<file path="src/rtl/alu_slice_sequencer_if.sv">
// ---------------------------------------------------------------------------
// alu_slice_sequencer_if
//
// Bundles the three buses of the ALU slice sequencer:
//   req_*  upstream request  (valid/ready, operands, function, mode, carry-in)
//   alu_*  4-bit 74181-style slice (operand/function/carry drive, Y/Co/A=B back)
//   rsp_*  downstream response (valid/ready, result, carry-out, equality)
//
// Modports:
//   master  the sequencer: accepts requests, masters the slice, issues responses
//   slave   the environment: request source, the slice itself, response sink
//
// Optional macro ALU_SEQ_ZERO_FLAG_EN adds rsp_zero (result-is-zero flag).
// ---------------------------------------------------------------------------
interface alu_slice_sequencer_if #(
    parameter int NIBBLES = 4
);
    localparam int W = 4 * NIBBLES;

    logic         req_valid;
    logic         req_ready;
    logic [W-1:0] req_a;
    logic [W-1:0] req_b;
    logic [3:0]   req_s;
    logic         req_M;
    logic         req_Ci_inverse;

    logic [3:0]   alu_a;
    logic [3:0]   alu_b;
    logic [3:0]   alu_s;
    logic         alu_M;
    logic         alu_Ci_inverse;
    logic [3:0]   alu_Y;
    logic         alu_Co_inverse;
    logic         alu_AequalsB;

    logic         rsp_valid;
    logic         rsp_ready;
    logic [W-1:0] rsp_y;
    logic         rsp_Co_inverse;
    logic         rsp_AequalsB;

`ifdef ALU_SEQ_ZERO_FLAG_EN
    logic         rsp_zero;

    modport master (
        input  req_valid, req_a, req_b, req_s, req_M, req_Ci_inverse,
        output req_ready,
        output alu_a, alu_b, alu_s, alu_M, alu_Ci_inverse,
        input  alu_Y, alu_Co_inverse, alu_AequalsB,
        output rsp_valid, rsp_y, rsp_Co_inverse, rsp_AequalsB, rsp_zero,
        input  rsp_ready
    );

    modport slave (
        output req_valid, req_a, req_b, req_s, req_M, req_Ci_inverse,
        input  req_ready,
        input  alu_a, alu_b, alu_s, alu_M, alu_Ci_inverse,
        output alu_Y, alu_Co_inverse, alu_AequalsB,
        input  rsp_valid, rsp_y, rsp_Co_inverse, rsp_AequalsB, rsp_zero,
        output rsp_ready
    );
`else
    modport master (
        input  req_valid, req_a, req_b, req_s, req_M, req_Ci_inverse,
        output req_ready,
        output alu_a, alu_b, alu_s, alu_M, alu_Ci_inverse,
        input  alu_Y, alu_Co_inverse, alu_AequalsB,
        output rsp_valid, rsp_y, rsp_Co_inverse, rsp_AequalsB,
        input  rsp_ready
    );

    modport slave (
        output req_valid, req_a, req_b, req_s, req_M, req_Ci_inverse,
        input  req_ready,
        input  alu_a, alu_b, alu_s, alu_M, alu_Ci_inverse,
        output alu_Y, alu_Co_inverse, alu_AequalsB,
        input  rsp_valid, rsp_y, rsp_Co_inverse, rsp_AequalsB,
        output rsp_ready
    );
`endif

endinterface

</file>
<file path="src/rtl/alu_slice_sequencer.sv">
// ---------------------------------------------------------------------------
// alu_slice_sequencer
//
// Runs a 4*NIBBLES-bit ALU operation through one 4-bit 74181-style slice,
// one nibble per cycle, LSB first. The active-low ripple carry is chained
// between passes (arithmetic mode only) and the per-pass A=B flags are ANDed.
//
// Ports:
//   clk   rising-edge clock
//   rst   synchronous, active-high reset (aborts any operation in flight)
//   bus   alu_slice_sequencer_if.master: req_* in, alu_* slice drive/return,
//         rsp_* out
//
// Optional macro ALU_SEQ_ZERO_FLAG_EN adds bus.rsp_zero, high when the
// assembled result is all zeros.
//
// All slice drive and handshake outputs are registered: the next nibble is
// prepared on the edge that consumes the current one, so the slice sees a
// clean operand for the whole cycle and its combinational outputs are
// sampled at the end of that same cycle.
// ---------------------------------------------------------------------------
module alu_slice_sequencer #(
    parameter int NIBBLES = 4
) (
    input logic                   clk,
    input logic                   rst,
    alu_slice_sequencer_if.master bus
);
    localparam int W     = 4 * NIBBLES;
    localparam int CNT_W = (NIBBLES > 1) ? $clog2(NIBBLES) : 1;
    localparam logic [CNT_W-1:0] LAST_IDX = CNT_W'(NIBBLES - 1);

    typedef enum logic [1:0] {
        IDLE,
        RUN,
        DONE
    } state_t;

    state_t           state;
    logic [CNT_W-1:0] idx;
    logic [W-1:0]     a_q;       // operand A, shifted right one nibble per pass
    logic [W-1:0]     b_q;       // operand B, shifted likewise
    logic [W-1:0]     result;
    logic             carry_n;
    logic             eq;
`ifdef ALU_SEQ_ZERO_FLAG_EN
    logic             zero_q;
`endif

    logic [W-1:0]     a_next;
    logic [W-1:0]     b_next;
    logic [W+3:0]     result_cat;
    logic [W-1:0]     result_next;
    logic             carry_next;

    // NOTE: every always_comb output gets an unconditional assignment first
    // so that no path leaves a value held, which would infer a latch.
    always_comb begin
        a_next      = a_q >> 4;
        b_next      = b_q >> 4;
        // Shift the new nibble in from the top; after NIBBLES passes the
        // first nibble computed has reached bit 0.
        result_cat  = {bus.alu_Y, result};
        result_next = result_cat[W+3:4];
        // Logic mode has no carry chain: the slice carry input stays
        // inactive and the reported carry-out stays high.
        carry_next  = bus.alu_M ? 1'b1 : bus.alu_Co_inverse;
    end

    always_ff @(posedge clk) begin
        if (rst) begin
            state              <= IDLE;
            idx                <= '0;
            a_q                <= '0;
            b_q                <= '0;
            result             <= '0;
            carry_n            <= 1'b1;
            eq                 <= 1'b0;
            bus.req_ready      <= 1'b1;
            bus.rsp_valid      <= 1'b0;
            bus.alu_a          <= 4'h0;
            bus.alu_b          <= 4'h0;
            bus.alu_s          <= 4'h0;
            bus.alu_M          <= 1'b1;
            bus.alu_Ci_inverse <= 1'b1;
`ifdef ALU_SEQ_ZERO_FLAG_EN
            zero_q             <= 1'b0;
`endif
        end else begin
            // NOTE: sequential state uses non-blocking assignments so every
            // register samples the pre-edge values, independent of order.
            case (state)
                IDLE: begin
                    if (bus.req_valid) begin
                        a_q                <= bus.req_a;
                        b_q                <= bus.req_b;
                        idx                <= '0;
                        carry_n            <= bus.req_Ci_inverse;
                        eq                 <= 1'b1;
                        result             <= '0;
                        bus.alu_a          <= bus.req_a[3:0];
                        bus.alu_b          <= bus.req_b[3:0];
                        bus.alu_s          <= bus.req_s;
                        bus.alu_M          <= bus.req_M;
                        bus.alu_Ci_inverse <= bus.req_M | bus.req_Ci_inverse;
                        bus.req_ready      <= 1'b0;
                        state              <= RUN;
                    end
                end

                RUN: begin
                    result  <= result_next;
                    eq      <= eq & bus.alu_AequalsB;
                    carry_n <= carry_next;
                    if (idx == LAST_IDX) begin
                        // Last pass: release the slice to quiet drive and
                        // present the response from the next cycle on.
                        bus.alu_a          <= 4'h0;
                        bus.alu_b          <= 4'h0;
                        bus.alu_s          <= 4'h0;
                        bus.alu_M          <= 1'b1;
                        bus.alu_Ci_inverse <= 1'b1;
                        bus.rsp_valid      <= 1'b1;
`ifdef ALU_SEQ_ZERO_FLAG_EN
                        zero_q             <= (result_next == '0);
`endif
                        state              <= DONE;
                    end else begin
                        idx                <= idx + 1'b1;
                        a_q                <= a_next;
                        b_q                <= b_next;
                        bus.alu_a          <= a_next[3:0];
                        bus.alu_b          <= b_next[3:0];
                        bus.alu_Ci_inverse <= carry_next;
                    end
                end

                DONE: begin
                    // req_ready stays low here, so a request waiting in DONE
                    // is only taken once back in IDLE.
                    if (bus.rsp_ready) begin
                        bus.rsp_valid <= 1'b0;
                        bus.req_ready <= 1'b1;
                        state         <= IDLE;
                    end
                end

                default: begin
                    bus.rsp_valid <= 1'b0;
                    bus.req_ready <= 1'b1;
                    state         <= IDLE;
                end
            endcase
        end
    end

    // Response fields come straight from registers that only change on
    // acceptance or during RUN, so they are stable for the whole of DONE.
    assign bus.rsp_y          = result;
    assign bus.rsp_Co_inverse = carry_n;
    assign bus.rsp_AequalsB   = eq;
`ifdef ALU_SEQ_ZERO_FLAG_EN
    assign bus.rsp_zero       = zero_q;
`endif

endmodule

</file>
<file path="src/flat_wrapper.sv">
// flat-port wrapper written by rule: the top's interface ports become plain ports
module alu_slice_sequencer_flat 
#(
    parameter int NIBBLES = 4
)
  (clk, rst, bus_req_valid, bus_req_a, bus_req_b, bus_req_s, bus_req_M, bus_req_Ci_inverse, bus_req_ready, bus_alu_a, bus_alu_b, bus_alu_s, bus_alu_M, bus_alu_Ci_inverse, bus_alu_Y, bus_alu_Co_inverse, bus_alu_AequalsB, bus_rsp_valid, bus_rsp_y, bus_rsp_Co_inverse, bus_rsp_AequalsB, bus_rsp_ready);
  alu_slice_sequencer_if #(.NIBBLES(NIBBLES)) bus_i ();
  input logic clk;
  input logic rst;
  input wire logic [$bits(bus_i.req_valid)-1:0] bus_req_valid;
  input wire logic [$bits(bus_i.req_a)-1:0] bus_req_a;
  input wire logic [$bits(bus_i.req_b)-1:0] bus_req_b;
  input wire logic [$bits(bus_i.req_s)-1:0] bus_req_s;
  input wire logic [$bits(bus_i.req_M)-1:0] bus_req_M;
  input wire logic [$bits(bus_i.req_Ci_inverse)-1:0] bus_req_Ci_inverse;
  output wire logic [$bits(bus_i.req_ready)-1:0] bus_req_ready;
  output wire logic [$bits(bus_i.alu_a)-1:0] bus_alu_a;
  output wire logic [$bits(bus_i.alu_b)-1:0] bus_alu_b;
  output wire logic [$bits(bus_i.alu_s)-1:0] bus_alu_s;
  output wire logic [$bits(bus_i.alu_M)-1:0] bus_alu_M;
  output wire logic [$bits(bus_i.alu_Ci_inverse)-1:0] bus_alu_Ci_inverse;
  input wire logic [$bits(bus_i.alu_Y)-1:0] bus_alu_Y;
  input wire logic [$bits(bus_i.alu_Co_inverse)-1:0] bus_alu_Co_inverse;
  input wire logic [$bits(bus_i.alu_AequalsB)-1:0] bus_alu_AequalsB;
  output wire logic [$bits(bus_i.rsp_valid)-1:0] bus_rsp_valid;
  output wire logic [$bits(bus_i.rsp_y)-1:0] bus_rsp_y;
  output wire logic [$bits(bus_i.rsp_Co_inverse)-1:0] bus_rsp_Co_inverse;
  output wire logic [$bits(bus_i.rsp_AequalsB)-1:0] bus_rsp_AequalsB;
  input wire logic [$bits(bus_i.rsp_ready)-1:0] bus_rsp_ready;
  assign bus_i.req_valid = bus_req_valid;
  assign bus_i.req_a = bus_req_a;
  assign bus_i.req_b = bus_req_b;
  assign bus_i.req_s = bus_req_s;
  assign bus_i.req_M = bus_req_M;
  assign bus_i.req_Ci_inverse = bus_req_Ci_inverse;
  assign bus_req_ready = bus_i.req_ready;
  assign bus_alu_a = bus_i.alu_a;
  assign bus_alu_b = bus_i.alu_b;
  assign bus_alu_s = bus_i.alu_s;
  assign bus_alu_M = bus_i.alu_M;
  assign bus_alu_Ci_inverse = bus_i.alu_Ci_inverse;
  assign bus_i.alu_Y = bus_alu_Y;
  assign bus_i.alu_Co_inverse = bus_alu_Co_inverse;
  assign bus_i.alu_AequalsB = bus_alu_AequalsB;
  assign bus_rsp_valid = bus_i.rsp_valid;
  assign bus_rsp_y = bus_i.rsp_y;
  assign bus_rsp_Co_inverse = bus_i.rsp_Co_inverse;
  assign bus_rsp_AequalsB = bus_i.rsp_AequalsB;
  assign bus_i.rsp_ready = bus_rsp_ready;
  alu_slice_sequencer #(.NIBBLES(NIBBLES)) u_core (.clk(clk), .rst(rst), .bus(bus_i));
endmodule
</file>
<file path="config.mk">
export PLATFORM = sky130hd
export DESIGN_NAME = alu_slice_sequencer_flat
export DESIGN_NICKNAME = d
export VERILOG_FILES = /design/src/rtl/alu_slice_sequencer_if.sv /design/src/rtl/alu_slice_sequencer.sv /design/src/flat_wrapper.sv
export SDC_FILE = /design/constraint.sdc
export NUM_CORES = 1
export LEC_CHECK = 0
export BUFFER_PORTS_ARGS = -buffer_cell sky130_fd_sc_hd__buf_2
export CORE_UTILIZATION = 40
export CTS_CLUSTER_DIAMETER = 200
export DETAILED_ROUTE_END_ITERATION = 6
export GPL_TIMING_DRIVEN = 0
export PLACE_DENSITY = 0.65
export RECOVER_POWER = 100
export SETUP_SLACK_MARGIN = 0.5
export SLEW_MARGIN = 20
export SYNTH_ARGS = -nofsm -noshare
export SYNTH_HDL_FRONTEND = slang
export SYNTH_SLANG_ARGS = --single-unit
</file>
<file path="constraint.sdc">
create_clock -name clk -period 1.95 [get_ports clk]
set_input_delay 0 -clock clk [delete_from_list [all_inputs] [get_ports clk]]
set_output_delay 0 -clock clk [all_outputs]
set_load 0.01 [all_outputs]
</file>
# After elaboration in Yosys (flattened, before gate mapping)
# Cells that the tools add are included.
[word_totals]
reg_bits = 70
input_bits = 48
elab_cells = 74
[classes]
n_addsub = 1
eq_ne = 7
mux = 40
n_bitwise = 4
reduce_logical = 8
[ops]
columns = ["op", "n"]
rows = [
  ["case mux 16 bit (2 select lines)", 3],
  ["two-way mux 16 bit", 5],
  ["two-way mux 4 bit", 6],
  ["case mux 4 bit (2 select lines)", 3],
  ["AND reduction 3 bit", 5],
  ["two-way mux 1 bit", 10],
  ["two-way mux 2 bit", 5],
  ["case mux 1 bit (2 select lines)", 4],
  ["!= test 2 bit, second input constant", 3],
  ["case mux 1 bit (3 select lines)", 2],
  ["case mux 2 bit (3 select lines)", 1],
  ["== test 2 bit, second input constant", 2],
  ["case mux 2 bit (2 select lines)", 1],
  ["adder 2 x 1 -> 2 bit, second input constant", 1],
  ["== test 2 x 1 -> 1 bit, second input constant", 1],
  ["logical NOT 2 bit", 1],
  ["!= test 2 x 1 -> 1 bit, second input constant", 1],
  ["NOT 1 bit", 2],
  ["AND reduction 2 bit", 1],
  ["nonzero test 2 bit", 1],
  ["AND 1 bit", 1],
  ["OR 1 bit", 1],
]

# Depth between registers and ports, before layout
# Gate-level depths: netlist of the first run.
[logic_depth]
depth_word = 3
ltp_mapped = 6

# Worst setup path before layout of the first run
# Ideal clock, no wire load.
[synth_path]
path_kind = "reg2reg"
from = "reg u_core.idx[0]"
to = "reg u_core.b_q[6]"
setup_ns = 0.128
arrival_time_ns = 1.436
required_time_ns = 1.822
slack_ns = 0.385
path_stages_with_launch = 7
path_buffers = 2
period_less_slack_ns = 1.565
cell_sequence = "dfxtp_1 -> ha_1 -> or3b_1 -> buf_2 -> buf_2 -> o221ai_2 -> a21oi_1"
[synth_via]
elab_chain_len = 3
[synth_lines]
columns = ["item", "line", "text"]
rows = [
  ["from (decl)", "alu_slice_sequencer.sv:40", "logic [CNT_W-1:0] idx;"],
  ["from (signal assigned)", "alu_slice_sequencer.sv:129", "idx <= idx + 1'b1;"],
  ["== test 2 bit", "alu_slice_sequencer.sv:115", "if (idx == LAST_IDX) begin"],
  ["!= test 2 bit (no source line)", "-", ""],
  ["AND reduction 3 bit (no source line)", "-", ""],
  ["to (signal assigned)", "alu_slice_sequencer.sv:96", "b_q <= bus.req_b;"],
  ["to (signal assigned)", "alu_slice_sequencer.sv:131", "b_q <= b_next;"],
  ["to (decl)", "alu_slice_sequencer.sv:42", "logic [W-1:0] b_q;"],
]
# Every way passes these cells.
# A chain may end at the register's enable or synchronous reset.

# Worst setup path in the final report of the first run
[layout_path]
from = "reg u_core.state[0]"
to = "reg u_core.state[1]"
[layout_via]
elab_chain_len = 3
word_cells_on_any_way = 8
cone_classes = "eq/ne (5); mux (1); reduce/logical (2)"
[layout_lines]
columns = ["item", "line", "text"]
rows = [
  ["from (decl)", "alu_slice_sequencer.sv:39", "state_t state;"],
  ["from (signal assigned)", "alu_slice_sequencer.sv:72", "state <= IDLE;"],
  ["from (signal assigned)", "alu_slice_sequencer.sv:107", "state <= RUN;"],
  ["from (signal assigned)", "alu_slice_sequencer.sv:127", "state <= DONE;"],
  ["== test 2 x 1 -> 1 bit, or another cell as far along", "alu_slice_sequencer.sv:92", "case (state)"],
  ["!= test 2 x 1 -> 1 bit (no source line) / != test 2 bit (equally long branches)", "-", ""],
  ["AND reduction 3 bit (no source line)", "-", ""],
]
# Parallel ways exist; a longest one is shown, timed or not.

==> results_dict.tcl, run 1 <==
set metrics [dict create \
    die_area_um2 6689 \
    violations "hold timing" \
    max_slew_margin 0.6458 \
    row_count 28 \
    die_h_um 81.79 \
    worstSetupPathType "reg2reg" \
    crit_required_ns 2.22 \
    vias_per_cell 5.180 \
    setup_viol 0 \
    dp_hpwl_um 4354 \
    cts-root-buf "clkbuf_8" \
    grt_pass1_vias 2311 \
    end_kind "flip-flop" \
    track_usage 0.2122 \
    cts_tree "done" \
    layout.nets 449 \
    clkLatencyLatePin_ns 0.34 \
    reg2reg_depth 6 \
    vias 2481 \
    cp_slowest_cell "dfxtp_1" \
    path_depth 6 \
    cp_max_fo 10 \
    crit_chain "buf_6 > nor2b_1 > clkbuf_1 > buf_6 > nand2_1 > a21oi_1" \
    period_share 0.8437 \
    grt_antenna_before_repair 0 \
    synth_nets 316 \
    io_pins 82 \
    p_leak_nw 1.493 \
    rsz0062_at_grt "true" \
    clk_pin_slew_ns 0.07 \
    multi_input_area_um2 1219 \
    path_buf_inv 3 \
    hold_path.class "in2reg" \
    tightest_slew_ns 0.5294 \
    slowest_delay_ns 0.43 \
    drive_above_1_share 0.2847 \
    drtIter0Drc 168 \
    utilization 0.6235 \
    yosysWarnings 0 \
    portBuffers 80 \
    dp.cells 422 \
    peakVddDrop_mv 0.4583 \
    finalMaxSlewViolations 0 \
    wirelength_um 7289 \
    htree_levels 3 \
    clockBufferDepth 2 \
    tns_ns 0 \
    core_um2 6026 \
    fmax_mhz 607.9 \
    cts.sinks 62 \
    wire_per_inst_um 15.22 \
    drcViolationCount 0 \
    crit_arrival_ns 1.91 \
    synth.distinct_cells 35 \
    globalplace.congestion 0.7317 \
    syn_inst 267 \
    fin_cells 479 \
    worstHoldPathCells 3 \
    drtPass1Iterations 4 \
    fill_cells 555 \
    regArea_um2 1249 \
    critPathTopFamily "buffers and inverters" \
    antenna_cells 0 \
    grt_first_pass_wirelength_um 10610 \
    ant_nets 0 \
    syn_avg_cell_area_um2 9.536 \
    pre_cts_ws_ns 0.2263 \
    critical_path.most_common_cell "buf_6" \
    crit_path_start_kind "flip-flop" \
    overflow 0 \
    die_w_um 81.79 \
    powerDensity_nw_per_um2 769.1 \
    syn_to_final_growth_pct 47.57 \
    synth_area_um2 2546 \
    layout_setup_ws_ns 0.3049 \
    status "finished, violations left" \
    ys_ff_latch 62 \
    grt_max_degree 11 \
    fin_skew_ns 0.006082 \
    start_util 0.4225 \
    holdWs_ns -0.01398 \
    seq_area_frac_synth 0.4875 \
    drv_cap 0 \
    fin_crit_ns 1.645 \
    numCtsBuffers 9 \
    hold_viol 2 \
]
[flip-flops by register name (all words and copies together), names as in the netlist, 2 cells and up]
name / cells
u_core.bus.alu_s: 4
u_core.bus.alu_b: 4
u_core.state: 2
u_core.bus.rsp_y: 16
u_core.idx: 2
u_core.bus.alu_a: 4
u_core.b_q: 12
u_core.a_q: 12
[worst register-to-register path, stage by stage, from the launching register on]
cell and delay [ns]:
dfxtp_1 0.43, buf_6 0.17, nor2b_1 0.13, clkbuf_1 0.37
buf_6 0.21, nand2_1 0.10, a21oi_1 0.17
[synth_stat cells, drive strengths merged]
| cell type | count | area share |
|---|---|---|
| a211oi | 8 | 0.024 |
| a21o | 1 | 0.0029 |
| a21oi | 15 | 0.029 |
| a221o | 1 | 0.0039 |
| a22o | 4 | 0.014 |
| a22oi | 16 | 0.047 |
| a31oi | 2 | 0.0049 |
| a32o | 8 | 0.032 |
| buf | 13 | 0.039 |
| clkbuf | 11 | 0.016 |
| dfxtp | 62 | 0.49 |
| ha | 1 | 0.0049 |
| inv | 20 | 0.029 |
| mux2 | 1 | 0.0044 |
| nand2 | 13 | 0.019 |
| nand2b | 2 | 0.0049 |
| nand3 | 1 | 0.0020 |
| nand3b | 1 | 0.0029 |
| nor2 | 30 | 0.051 |
| nor2b | 10 | 0.025 |
| nor3 | 1 | 0.0020 |
| nor4b | 1 | 0.0034 |
| o21a | 2 | 0.0059 |
| o21ai | 14 | 0.028 |
| o21bai | 2 | 0.0059 |
| o221a | 8 | 0.035 |
| o221ai | 8 | 0.047 |
| o22ai | 8 | 0.020 |
| o31ai | 1 | 0.0029 |
| or3b | 2 | 0.0069 |
[kinds of logic after synthesis]
family	after synthesis	share of synthesized area
mux	1	0.004422
buf+inv	44	0.08451
simple gates	61	0.1165
compound gates	98	0.3022
flops	62	0.4875
fa+ha+maj	1	0.004913
[power by group]
part	total, mW	switching, mW	internal (mW)
Combinational	0.556	0.275	0.280
Sequential	1.41	0.0603	1.35
Clock	0.922	0.471	0.452
[area by class of cell]
type	instances	area share
plain buffers	24	0.04662
well taps	75	0.02498
inverters	20	0.01998
multi-input cells	161	0.3243
flip-flops and latches	62	0.3323
repair buffers	122	0.2121
clock buffers	13	0.03696
clock inverters	2	0.002664
[timing repair]
action                                  4_1_cts  5_1_grt
cloned                                        0        3
gates resized for setup                      18       38
buffers inserted                              3        7
hold buffers                                 29        0
endpoints found under the hold margin        29        0
pin swaps                                     2       10
endpoints found under the setup margin       33       39
[metrics by stage]
stage | area (um^2) | power, mW
final | 3757 | 2.890
after global routing | 3757 | 3.003
after CTS | 3598 | 2.828
after detailed placement | 3057 | 1.846
after floorplan | 2562 | 1.695
after global placement | 3057 | 1.840
[cell usage in the layout (no fill, tap or decap), types with 3 or more instances in the layout]
master and count:
o21ai_1 3, nand2_1 13, o221ai_4 3, o221ai_2 5
buf_6 4, dlygate4sd3_1 29, buf_2 48, dfxtp_1 60
nor2_1 22, o22ai_1 8, a22o_1 4, a32o_1 7
clkbuf_8 9, a211oi_1 8, buf_12 3, o21ai_0 10
o221a_2 8, inv_1 20, clkbuf_1 50, a22oi_1 16
nor2b_1 10, buf_4 8, a21oi_1 13, nor2_4 5
[path summary, 6_finish.rpt]
check	from	slack, ns	end
setup / recovery	u_core.state[0]	0.30	u_core.state[1]
setup reg to reg	u_core.state[0]	0.30	u_core.state[1]
hold / removal	bus_req_a[9]	-0.01	u_core.a_q[9]
hold reg to reg	u_core.b_q[6]	0.45	u_core.b_q[6]
[layer usage]
metal	routed length, um	track usage
met1	3217	0.2669
met2	3627	0.3430
met3	279	0.03444
met4	165	0.1193
met5	0	0
(Power assumes the default switching activity.)
==> run 2, diff against run 1 <==
PLACE_DENSITY = 0.68   (was 0.65)
clock period = 1.4 ns   (was 1.95 ns; I/O delays follow)
==> results_dict.tcl, run 2 (synthesis gave the netlist of run 1 again) <==
set metrics [dict create \
    fin_skew_ns 0.007866 \
    powerDensity_nw_per_um2 998.2 \
    grt_max_degree 11 \
    clockBufferDepth 2 \
    setup_viol 24 \
    cp_max_fo 5 \
    layout.nets 466 \
    fin_cells 495 \
    track_usage 0.2441 \
    rsz0062_at_grt "true" \
    fmax_mhz 659.1 \
    drtPass1Iterations 4 \
    peakVddDrop_mv 0.7907 \
    antenna_cells 0 \
    core_um2 6026 \
    drive_above_1_share 0.4976 \
    start_util 0.4225 \
    worstSetupPathType "reg2reg" \
    crit_path_start_kind "flip-flop" \
    drcViolationCount 0 \
    grt_pass1_vias 2586 \
    period_share 1.084 \
    syn_to_final_growth_pct 75.97 \
    crit_arrival_ns 1.73 \
    die_w_um 81.79 \
    dp.cells 422 \
    die_area_um2 6689 \
    wire_per_inst_um 17.47 \
    vias 2708 \
    htree_levels 3 \
    p_leak_nw 1.795 \
    power.total_mw 4.473 \
    pre_cts_ws_ns -0.1174 \
    drtIter0Drc 141 \
    tns_ns -1.047 \
    hold_path.class "in2reg" \
    numCtsBuffers 9 \
    fin_crit_ns 1.517 \
    fill_cells 395 \
    end_kind "flip-flop" \
    drv_cap 0 \
    max_slew_margin 0.5998 \
    layout_common_cells "57 x dfxtp_1, 55 x buf_2, 32 x clkbuf_1" \
    vias_per_cell 5.471 \
    finalMaxSlewViolations 0 \
    crit_required_ns 1.61 \
    clk_pin_slew_ns 0.07 \
    dp_hpwl_um 4496 \
    clkLatencyLatePin_ns 0.33 \
    cts.sinks 62 \
    largest_register_ff_count 16 \
    cts-root-buf "clkbuf_8" \
    portBuffers 80 \
    hold_viol 0 \
    grt_antenna_before_repair 0 \
    cts_tree "done" \
    ant_nets 0 \
    globalplace.congestion 0.7870 \
    status "finished, violations left" \
    overflow 0 \
    tightest_slew_ns 0.6003 \
    row_count 28 \
    layout_setup_ws_ns -0.1173 \
    violations "setup timing" \
    wirelength_um 8650 \
    die_h_um 81.79 \
    grt_first_pass_wirelength_um 12190 \
    final_common_cell "dfxtp_1" \
    io_pins 82 \
]
==> run 2: cell types whose count changed in the layout (fill, tap and decap cells not counted), sizes merged <==
| cell | change |
|---|---|
| dlygate4sd3 | +2 |
| clkbuf | -10 |
| buf | +25 |
| clkinv | -1 |
==> run 2: final timing paths <==
check,from,endpoint,slack [ns],cells past startpoint
max,u_core.idx[1],u_core.b_q[9],-0.12,6
min,bus_req_a[6],u_core.a_q[6],0.007,3
max reg2reg,u_core.idx[1],u_core.b_q[9],-0.12,6
min reg2reg,u_core.b_q[4],u_core.b_q[4],0.45,2
==> run 2: layout make-up <==
cell class / count / area (um^2) / share of cell area
plain buffers: 24 / 305.3 / 0.06814
clock buffers: 13 / 168.9 / 0.03770
clock inverters: 1 / 5.005 / 0.001117
inverters: 20 / 75.07 / 0.01676
multi-input cells: 161 / 1548 / 0.3454
flip-flops and latches: 62 / 1255 / 0.2801
well taps: 75 / 93.84 / 0.02094
repair buffers: 139 / 1030 / 0.2298
==> run 2: metrics by stage <==
stage,util,hold WS (ns),cell area (um^2)
2_1_floorplan,-,0.1257,2729
3_3_place_gp,0.5349,0.2097,3223
3_5_place_dp,0.5349,0.2142,3223
4_1_cts,0.7068,0.001248,4259
5_1_grt,0.7436,0.04057,4481
6_report,0.7436,0.007052,4481
==> run 2: timing repair <==
item / in CTS / in global routing
setup buffers: 16 / 3
gates cloned: 8 / 1
hold buffers: 29 / 2
endpoints found under the hold margin: 29 / 2
pin swaps: 25 / 17
endpoints found under the setup margin: 62 / 70
resized for setup: 81 / 57
==> run 2: critical path, cell delays in order, from the launching register on <==
cell	delay [ns]
dfxtp_4	0.36
ha_4	0.17
or3b_4	0.37
buf_6	0.15
buf_8	0.13
nor2_1	0.13
a211oi_1	0.08
==> run 2: per-layer routing <==
metal,wire length (um),global-route usage
met5,0,0
met4,189,0.08421
met3,324,0.05778
met2,4427,0.4041
met1,3709,0.3087
==> run 2: where the power goes <==
group / total [mW] / leakage, nW / switching (mW) / internal, mW
Sequential: 1.98 / 0.512 / 0.0986 / 1.88
Combinational: 1.07 / 1.19 / 0.504 / 0.567
Clock: 1.42 / 0.0914 / 0.654 / 0.767
Total: 4.47 / 1.80 / 1.26 / 3.22
==> run 3, diff against run 2 <==
==> constraint.sdc (replaced) <==
create_clock -name clk -period 1.4 [get_ports clk]
set_input_delay 0 -clock clk [delete_from_list [all_inputs] [get_ports clk]]
set_output_delay 0 -clock clk [all_outputs]
set_load 0.02 [all_outputs]
==> results_dict.tcl, run 3 (synthesis gave the netlist of run 1 again) <==
set metrics [dict create \
    status "finished, violations left" \
    violations "setup timing" \
    slowest_delay_ns 0.37 \
    crit_chain "ha_4 > or3b_1 > buf_6 > buf_12 > o221ai_2 > a21oi_1" \
    clk_pin_slew_ns 0.08 \
    clockBufferDepth 2 \
    max_slew_margin 0.5977 \
    die_area_um2 6689 \
    cp_slowest_cell "or3b_1" \
    fin_skew_ns 0.01414 \
    tightest_slew_ns 0.6034 \
    start_util 0.4225 \
    grt_max_degree 12 \
    regArea_um2 1270 \
    drv_cap 0 \
    min_from "bus_req_a[4]" \
    grt_pass1_vias 2530 \
    layout.nets 476 \
    layout_common_cells "65 x buf_2, 43 x dfxtp_1, 35 x dlygate4sd3_1" \
    period_share 1.088 \
    final_cell_area_um2 4668 \
    core_um2 6026 \
    wirelength_um 8854 \
    hold_viol 0 \
    dp.cells 422 \
    r2r_start "u_core.idx[1]" \
    path_buf_inv 2 \
    crit_path_start_kind "flip-flop" \
    dr_wl_met2_um 4587 \
    rsz0062_at_grt "true" \
    min_to "u_core.a_q[4]" \
    fmax_mhz 656.4 \
    multi_input_area_um2 1493 \
    fin_cells 507 \
    seqPwrFrac 0.395 \
    reg2reg_depth 6 \
    die_w_um 81.79 \
    p_leak_nw 1.957 \
    layout_setup_ws_ns -0.1235 \
    die_h_um 81.79 \
    clkLatencyLatePin_ns 0.36 \
    drt-met1-wl_um 3622 \
    pre_cts_ws_ns -0.1262 \
    largest_register_ff_count 16 \
    drcViolationCount 0 \
    cts.sinks 62 \
    critPathTopFamily "simple AND/OR/NAND/NOR gates" \
    grt_antenna_before_repair 0 \
    power.total_mw 4.991 \
    cts-root-buf "clkbuf_8" \
    p_sw_frac 0.2711 \
    tns_ns -2.172 \
    dp_hpwl_um 4428 \
    setup_viol 27 \
    final_common_cell "buf_2" \
    cp_max_fo 6 \
    cellInternalPower_mw 3.638 \
    drtPass1Iterations 4 \
    syn_to_final_growth_pct 83.34 \
    finalMaxSlewViolations 0 \
    end_kind "flip-flop" \
    crit_required_ns 1.64 \
    htree_levels 3 \
    reg2reg_slack_ns -0.12 \
    fin_crit_ns 1.523 \
    track_usage 0.2486 \
    p_clk_frac 0.383 \
    drtIter0Drc 184 \
    worstSetupPathType "reg2reg" \
    power_switching_mw 1.353 \
    worstHoldPathCells 3 \
    wire_per_inst_um 17.46 \
    hold_path.class "in2reg" \
    dpl-instance-area_um2 3223 \
    top_layer "met4" \
    comb_power_share 0.221 \
    numCtsBuffers 9 \
    row_count 28 \
    grt_first_pass_wirelength_um 12270 \
    globalplace.congestion 0.8202 \
    io_pins 82 \
    antenna_cells 0 \
    powerDensity_nw_per_um2 1069 \
    crit_arrival_ns 1.76 \
    drive_above_1_share 0.5764 \
    cts_tree "done" \
    met3_length_um 491 \
    portBuffers 80 \
    peakVddDrop_mv 1.024 \
    vias_per_cell 5.400 \
    fill_cells 372 \
    overflow 0 \
    reg2reg_to "u_core.b_q[6]" \
    vias 2738 \
    ant_nets 0 \
]
==> run 3: power by group through the flow <==
| stage | sequential, mW | combinational, mW | clock, mW |
|---|---|---|---|
| global placement | 1.99 | 0.675 | 0 |
| global route | 1.99 | 1.17 | 1.99 |
| CTS | 1.96 | 0.908 | 1.91 |
| finish | 1.97 | 1.10 | 1.91 |
| detailed placement | 2.00 | 0.683 | 0 |
| floorplan | 2.05 | 0.417 | 0 |
==> run 3: final cells by class <==
type                    instances  area share
plain buffers                  24     0.05923
clock inverters                 7     0.02412
inverters                      20     0.01608
multi-input cells             161      0.3198
well taps                      75     0.02010
repair buffers                149      0.2621
clock buffers                   9     0.02653
flip-flops and latches         62      0.2720
==> run 3: through the flow <==
stage,util,hold WS [ns]
global route,0.7747,0.01711
detailed placement,0.5349,0.2154
global placement,0.5349,0.2102
finish,0.7747,0.02657
floorplan,-,0.1257
CTS,0.7020,0.003540
==> run 3: per-layer routing <==
layer | vias up | track usage
met5 | - | 0
met1 | 1332 | 0.3103
li1 | 1297 | -
met2 | 90 | 0.4165
met4 | 0 | 0.06316
met3 | 19 | 0.07333
==> run 3: how the worst max path moves through the flow <==
stage / start / slack, ns / depth (start not counted) / to
finish: u_core.idx[1] / -0.12 / 6 / u_core.b_q[6]
global route: u_core.idx[1] / -0.18 / 6 / u_core.b_q[6]
CTS: u_core.state[1] / -0.09 / 7 / u_core.bus.alu_s[3]
detailed placement: u_core.idx[0] / -0.13 / 5 / u_core.b_q[13]
global placement: u_core.idx[0] / -0.11 / 5 / u_core.b_q[12]
floorplan: u_core.idx[0] / -0.01 / 6 / u_core.b_q[6]
==> run 3: worst min-delay path: cells and delay by family <==
family / cells / cell delay, ns
AOI/OAI and AO/OA: 2 / 0.22
buffers and inverters: 1 / 0.10
==> run 3: what timing repair did <==
action | CTS | global route
hold buffers | 35 | 0
setup buffers | 13 | 12
pin swaps | 11 | 20
hold endpoints to repair | 35 | 0
gates cloned | 8 | 1
gates resized for setup | 56 | 81
setup endpoints to repair | 72 | 71
